**src/rtl/param_cam.sv**
```systemverilog
// Parametrised CAM: lowest-index search with multi-hit, explicit write, auto-insert, invalidate, occupancy.
// Latency 1 cycle; one op per cycle, no backpressure (priority ren > wen > ins > clr, losers dropped).
module param_cam #(
  parameter int DATA_W = 8,
  parameter int DEPTH  = 16,
  parameter int ADDR_W = 4
) (
  input  logic              clk,
  input  logic              rst,
  input  logic              ren,
  input  logic              wen,
  input  logic              ins,
  input  logic              clr,
  input  logic [DATA_W-1:0] din,
  input  logic [ADDR_W-1:0] addr,
  output logic [ADDR_W-1:0] dout,
  output logic              hit,
  output logic              multi_hit,
  output logic              ack,
  output logic              full,
  output logic [ADDR_W:0]   valid_cnt
);

  localparam logic [ADDR_W:0] DEPTH_C = (ADDR_W+1)'(DEPTH);
  localparam logic [ADDR_W:0] CNT_ONE = {{ADDR_W{1'b0}}, 1'b1};

  logic [DATA_W-1:0] mem [DEPTH];
  logic [DEPTH-1:0]  valid;
  logic [DEPTH-1:0]  match;
  logic [ADDR_W-1:0] match_idx;
  logic [ADDR_W-1:0] free_idx;
  logic [ADDR_W:0]   cnt_nxt;
  logic              multi;
  logic              addr_ok;
  logic              do_wen;
  logic              do_ins;
  logic              do_clr;

  assign addr_ok = ({1'b0, addr} < DEPTH_C);
  assign do_wen  = wen && !ren;
  assign do_ins  = ins && !ren && !wen;
  assign do_clr  = clr && !ren && !wen && !ins;
  // Two or more set bits iff clearing the lowest set bit leaves something behind.
  assign multi   = |(match & (match - DEPTH'(1)));

  always_comb begin
    match     = '0;
    match_idx = '0;
    free_idx  = '0;
    cnt_nxt   = valid_cnt;
    for (int i = 0; i < DEPTH; i++) begin
      match[i] = valid[i] && (mem[i] == din);
    end
    for (int i = DEPTH - 1; i >= 0; i--) begin
      if (match[i]) match_idx = ADDR_W'(i);
      if (!valid[i]) free_idx = ADDR_W'(i);
    end
    if (do_wen && addr_ok && !valid[addr]) begin
      cnt_nxt = valid_cnt + CNT_ONE;
    end else if (do_ins && !full) begin
      cnt_nxt = valid_cnt + CNT_ONE;
    end else if (do_clr && addr_ok && valid[addr]) begin
      cnt_nxt = valid_cnt - CNT_ONE;
    end
  end

  // Data words are deliberately left out of reset; only valid bits gate matching.
  always_ff @(posedge clk) begin
    if (!rst) begin
      if (do_wen && addr_ok) begin
        mem[addr] <= din;
      end else if (do_ins && !full) begin
        mem[free_idx] <= din;
      end
    end
  end

  always_ff @(posedge clk) begin
    if (rst) begin
      valid     <= '0;
      dout      <= '0;
      hit       <= 1'b0;
      multi_hit <= 1'b0;
      ack       <= 1'b0;
      valid_cnt <= '0;
      full      <= 1'b0;
    end else begin
      ack       <= ren || wen || ins || clr;
      valid_cnt <= cnt_nxt;
      full      <= (cnt_nxt == DEPTH_C);
      if (ren) begin
        dout      <= match_idx;
        hit       <= |match;
        multi_hit <= multi;
      end else if (do_wen) begin
        dout      <= addr;
        hit       <= 1'b0;
        multi_hit <= 1'b0;
        if (addr_ok) valid[addr] <= 1'b1;
      end else if (do_ins) begin
        dout      <= full ? '0 : free_idx;
        hit       <= !full;
        multi_hit <= 1'b0;
        if (!full) valid[free_idx] <= 1'b1;
      end else if (do_clr) begin
        dout      <= addr;
        hit       <= 1'b0;
        multi_hit <= 1'b0;
        if (addr_ok) valid[addr] <= 1'b0;
      end
    end
  end

endmodule

```
**config.mk**
```make
export PLATFORM = sky130hd
export DESIGN_NAME = param_cam
export DESIGN_NICKNAME = d
export VERILOG_FILES = /design/src/rtl/param_cam.sv
export SDC_FILE = /design/constraint.sdc
export NUM_CORES = 1
export LEC_CHECK = 0
export ABC_AREA = 1
export CAP_MARGIN = 20
export CORE_MARGIN = 3
export CORE_UTILIZATION = 40
export CTS_CLUSTER_DIAMETER = 50
export DETAILED_ROUTE_END_ITERATION = 16
export DONT_BUFFER_PORTS = 1
export GPL_ROUTABILITY_DRIVEN = 0
export PLACE_DENSITY = 0.63
export SYNTH_ARGS = -nofsm -noshare
export SYNTH_HDL_FRONTEND = slang
export SYNTH_SLANG_ARGS = --single-unit
```
**constraint.sdc**
```tcl
create_clock -name clk -period 5.8 [get_ports clk]
set_input_delay 0 -clock clk [delete_from_list [all_inputs] [get_ports clk]]
set_output_delay 0 -clock clk [all_outputs]
set_load 0.005 [all_outputs]
```
# After elaboration in Yosys (flattened, before gate mapping)
# Memories as Yosys holds them, arrays and structs flattened.
# Index checks and enable logic that the tools add are counted.
totals:
  n_memories: 1
  output_inout_bits: 13
  in_bits: 18
  ramBits: 128
  regBits: 29
  elab_cells: 147
memory_table:
  columns: ["name", "words", "width", "read_ports", "rd_ports_with_merged_regs", "wr", "line_no", "rtl"]
  rows:
  - ["mem", 16, 8, 16, 0, 1, "27", "logic [DATA_W-1:0] mem [DEPTH];"]
classes:
  n_mux: 67
  add_sub_neg: 3
  eq_ne: 18
  n_bitwise: 6
  n_lt_le_gt_ge: 4
  n_reduce_logical: 41
op_table:
  columns: ["op", "count"]
  rows:
  - ["$mux 4", 38]
  - ["$eq 8x8->1", 16]
  - ["$mux 16", 4]
  - ["$and 16x16->16", 2]
  - ["$or 16x16->16", 2]
  - ["$reduce_or 16->1", 2]
  - ["$logic_and 1x1->1", 27]
  - ["$mux 1", 18]
  - ["$not 16->16", 1]
  - ["$sub 16x1->16 const B", 1]
  - ["$mux 5", 3]
  - ["$lt 4x5->1 const B", 2]
  - ["$demux 1 s4", 2]
  - ["$ge 4x1->1 const B", 2]
  - ["$mux 8", 1]
  - ["$reduce_or 8->1", 1]
  - ["$add 5x1->5 const B", 1]
  - ["$eq 5x5->1 const B", 1]
  - ["$logic_not 1->1", 5]
  - ["$sub 5x1->5 const B", 1]
  - ["$bmux 1 s4", 1]
  - ["$reduce_bool 4->1", 1]
  - ["$logic_or 1x1->1", 3]
  - ["$ne 3x3->1 const B", 1]
  - ["3 further kinds", 3]

# Depth between registers and ports, before layout
logic_depth:
  depth_word: 24
  depth_mapped: 24
  ltp_nobuf: 23

# Worst setup path before layout
# OpenSTA, ideal clock, no wires.
synth_timing:
  path_type: "reg2reg"
  startpoint: "register valid[14]"
  endpoint: "memory mem[11][0], enable pin"
  path_stages_with_launch: 17
  setup_time_ps: 370
  setup_slack_ps: 3597
  arrival_time_ps: 1833
  required_time_ps: 5430
  n_path_buf: 0
  cell_sequence: "dfxtp_1 inv_2 o21ai_1 a21oi_1 o21ai_1 nand2_1 nand2_1 nand2_1 nand2_1 nand2_1 nand2_1 nand2_1 nand2_1 nand2_1 o21ai_1 nand2_1 nor2_1"
synth_between:
  elab_chain_len: 16
synth_lines:
  columns: ["element", "line_no", "rtl"]
  rows:
  - ["from (decl)", "28", "logic [DEPTH-1:0] valid;"]
  - ["from (signal assigned)", "80", "valid <= '0;"]
  - ["from (signal, indexed assignment)", "99", "if (addr_ok) valid[addr] <= 1'b1;"]
  - ["from (signal, indexed assignment)", "104", "if (!full) valid[free_idx] <= 1'b1;"]
  - ["$mux 4 (15 in series)", "56", "if (!valid[i]) free_idx = ADDR_W'(i);"]
  - ["$mux 4 (no source line)", null, null]
  - ["to (decl)", "27", null]
# No other way between the ends.

==> impl_metrics.sql <==
INSERT INTO impl_metrics (metric_group, metric, value, unit) VALUES
('worst_setup_path', 'reg2regPathDepth', '13', ''),
('floorplanning', 'die_height', '153', 'microns'),
('floorplanning', 'ios', '31', ''),
('worst_setup_path', 'worst_path_required', '6.18', 'ns'),
('synth', 'ys.flop_type', 'sky130_fd_sc_hd__edfxtp_1', ''),
('drt', 'antenna_violating_nets_post_route', '0', ''),
('min_path', 'worst_hold_path.num_cells', '5', ''),
('power', 'worst_ir_drop_vdd', '0.195', 'mV'),
('sta', 'timing.slew.headroom', '31.9', '%'),
('drt', 'detail_route.drc_violations', '0', ''),
('drt', 'via_per_inst', '5.47', ''),
('clock_tree', 'numClockSinks', '157', ''),
('synth', 'synthTopCellsByCount', 'sky130_fd_sc_hd__nand2_1, sky130_fd_sc_hd__edfxtp_1, sky130_fd_sc_hd__nor2_1, sky130_fd_sc_hd__inv_1, sky130_fd_sc_hd__a21oi_1', ''),
('sta', 'finalCritPeriodShare', '52.1', '%'),
('sta', 'finalWorstPathRequiredPeriod', '3.02', 'ns'),
('layout', 'ant_diodes', '0', ''),
('clock_tree', 'ctsLongestPathBuffers', '2', ''),
('worst_setup_path', 'crit-reg2reg-capture', 'multi_hit', ''),
('synth', 'main_combinational_cell_family_by_area_after_synthesis', 'simple AND/OR/NAND/NOR gates', ''),
('drt', 'total_wirelength_of_the_detailed_routed_design', '25100', 'microns'),
('drt', 'vias', '7225', ''),
('grt', 'initial_antenna_violation_count', '0', ''),
('grt', 'grt_first_pass_wirelength', '39000', 'microns'),
('layout', 'final_layout_size_suffix_gt1_share', '6.99', '%'),
('place', 'final_hpwl_dp', '15100', 'microns'),
('drt', 'drt-initial-drc-count', '697', ''),
('layout', 'layoutNonFillerInstCount', '1320', ''),
('synth', 'synth_sequential_area_ratio', '51.0', '%'),
('outcome', 'status', 'completed', ''),
('sta', 'unrepaired_setup_endpoints_after_global_routing', 'no', ''),
('sta', 'number_of_hold_violations_in_the_final_report', '0', ''),
('clock_tree', 'cts_tree', 'yes', ''),
('synth', 'post_synth_mux_area_share', '0', '%'),
('drt', 'detailedRoute.firstPassIterationCount', '7', ''),
('clock_tree', 'htree_levels', '4', ''),
('grt', 'grt_overflow_total', '0', ''),
('worst_setup_path', 'setup.worst_path.start_class', 'flop', ''),
('synth', 'synth_top_area_cell', 'sky130_fd_sc_hd__edfxtp_1', ''),
('power', 'power_density', '269', 'nW/um^2'),
('synth', 'yosys.cell_count.top_type', 'sky130_fd_sc_hd__nand2_1', ''),
('grt', 'first_global_vias', '6732', ''),
('synth', 'yosys_warnings', '0', ''),
('place', 'dp_cells', '1268', ''),
('synth', 'post_synth_fa_ha_maj_area_fraction', '0.288', '%'),
('clock_tree', 'cts_buffers', '17', ''),
('worst_setup_path', 'timing.reg2reg.setup_slack', '2.78', 'ns'),
('synth', 'synth_enable_flop_cells', '128', ''),
('worst_setup_path', 'worst_setup_end_kind', 'flop', ''),
('worst_setup_path', 'critical_path_peak_fanout', '6', ''),
('synth', 'synthDominantCellAreaShare', '44.3', '%'),
('synth', 'synth_compound_area_share', '11.4', '%'),
('synth', 'post_synth_and_or_nand_nor_area_fraction', '24.2', '%'),
('synth', 'syn-cell-area', '8680', 'sq um'),
('floorplanning', 'initial_utilization', '41.0', '%'),
('layout', 'fill_cells', '2026', ''),
('floorplanning', 'die-width', '153', 'microns'),
('synth', 'postSynthRegisterBits', '157', ''),
('clock_tree', 'cts.clk_slew.worst_paths', '0.06', 'ns'),
('layout', 'num-nets-final', '1052', ''),
('synth', 'async_reset_ff_share', '0', '%'),
('synth', 'synth_fp_nets', '1042', ''),
('sta', 'tightestPinTransition', '1.02', 'ns'),
('sta', 'setup_viol', '0', ''),
('worst_setup_path', 'critPathArrivalTime', '3.40', 'ns'),
('layout', 'area_growth', '10.6', '%'),
('floorplanning', 'num_rows', '53', ''),
('synth', 'synthesized_area_divided_by_synthesized_cell_count', '8.49', 'sq um'),
('job', 'timing.max_cap.violations', '0', ''),
('grt', 'grt_start_max_net_pins', '22', ''),
('clock_tree', 'ctsResizeCount', '0', ''),
('place', 'placement.io_buffers', '0', '');
[how the worst min path moves through the flow]
stage	end	slack (ns)	startpoint
6_report	valid[11]	0.02	addr[2]
5_1_grt	valid[11]	0.04	addr[2]
4_1_cts	valid[8]	0.006	addr[2]
3_5_place_dp	multi_hit	0.06	rst
3_3_place_gp	multi_hit	0.06	rst
2_1_floorplan	mem[0][0]	0.1	din[0]
[cells by family after synthesis]
family | after synthesis
adder cells (fa/ha/maj) | 2
buffers and inverters | 155
AND/OR/NAND/NOR | 478
flip-flops | 157
XOR/XNOR | 54
AO/OA/AOI/OAI | 176
[area by class of cell]
cell class | instances | share of cell area [%]
Timing Repair Buffer | 21 | 2.16
Inverter | 125 | 4.94
Tap cell | 275 | 3.58
Clock buffer | 18 | 4.47
Sequential cell | 157 | 46.1
Multi-Input combinational cell | 710 | 37.4
Clock inverter | 14 | 1.37
[worst max-delay path, cell delays in order, from the launching register on]
cell	delay, ns
sky130_fd_sc_hd__edfxtp_1	0.38
sky130_fd_sc_hd__xor2_1	0.17
sky130_fd_sc_hd__nor4_1	0.60
sky130_fd_sc_hd__nand3_1	0.26
sky130_fd_sc_hd__nand2_1	0.19
sky130_fd_sc_hd__nor2_2	0.10
sky130_fd_sc_hd__nand2_2	0.12
sky130_fd_sc_hd__nand4_1	0.10
sky130_fd_sc_hd__nand2_1	0.10
sky130_fd_sc_hd__nor2_1	0.06
sky130_fd_sc_hd__nand3_1	0.14
sky130_fd_sc_hd__nand2_1	0.09
sky130_fd_sc_hd__a21oi_2	0.11
sky130_fd_sc_hd__dlygate4sd3_1	0.56
[what timing repair did]
item,4_1_cts,5_1_grt
setup endpoints to repair,0,0
hold buffers,20,0
setup buffers,0,0
hold endpoints to repair,147,0
[metal layers]
layer  GRT usage, %  vias to the layer above  part of all wire (%)
met4           4.33                        0                   1.2
li1               -                     3449                     -
met5              0                        -                     0
met2           32.7                      341                    44
met1           31.5                     3407                    46
met3           5.78                       28                   8.6
[placed cells by master (no fill, tap or decap), drive strengths merged, types with 18 or more instances in the layout]
cell,netlist,final
nand2,235,235
inv,125,132
nor2,131,131
edfxtp,128,128
a21oi,71,71
o21ai,64,64
nand3,50,50
xor2,29,29
dfxtp,29,29
xnor2,25,25
dlygate4sd3,0,20
clkbuf,10,18
[where the power goes]
group          switching (W)  total, W  internal (W)
combinational       0.000158  0.000235     0.0000763
sequential         0.0000257   0.00126       0.00124
clock               0.000482   0.00108      0.000598
[sequential cells by signal (all words and copies together), names as in the netlist]
register,flops
dout,4
valid,16
hit,1
ack,1
mem,128
multi_hit,1
full,1
valid_cnt,5
[metrics by stage]
step,power [W],setup slack (ns),hold WS [ns],instance area [sq um],utilization (%)
CTS,0.00258,2.89,0.00587,9600,45.4
global placement,0.00148,3.00,0.0642,8840,41.8
floorplan,0.00145,3.60,0.0989,8680,-
finish,0.00258,2.78,0.0209,9600,45.4
global route,0.00267,2.61,0.0405,9600,45.4
detailed placement,0.00148,2.93,0.0645,8840,41.8
Note: power is estimated with default switching activity, not from simulation.
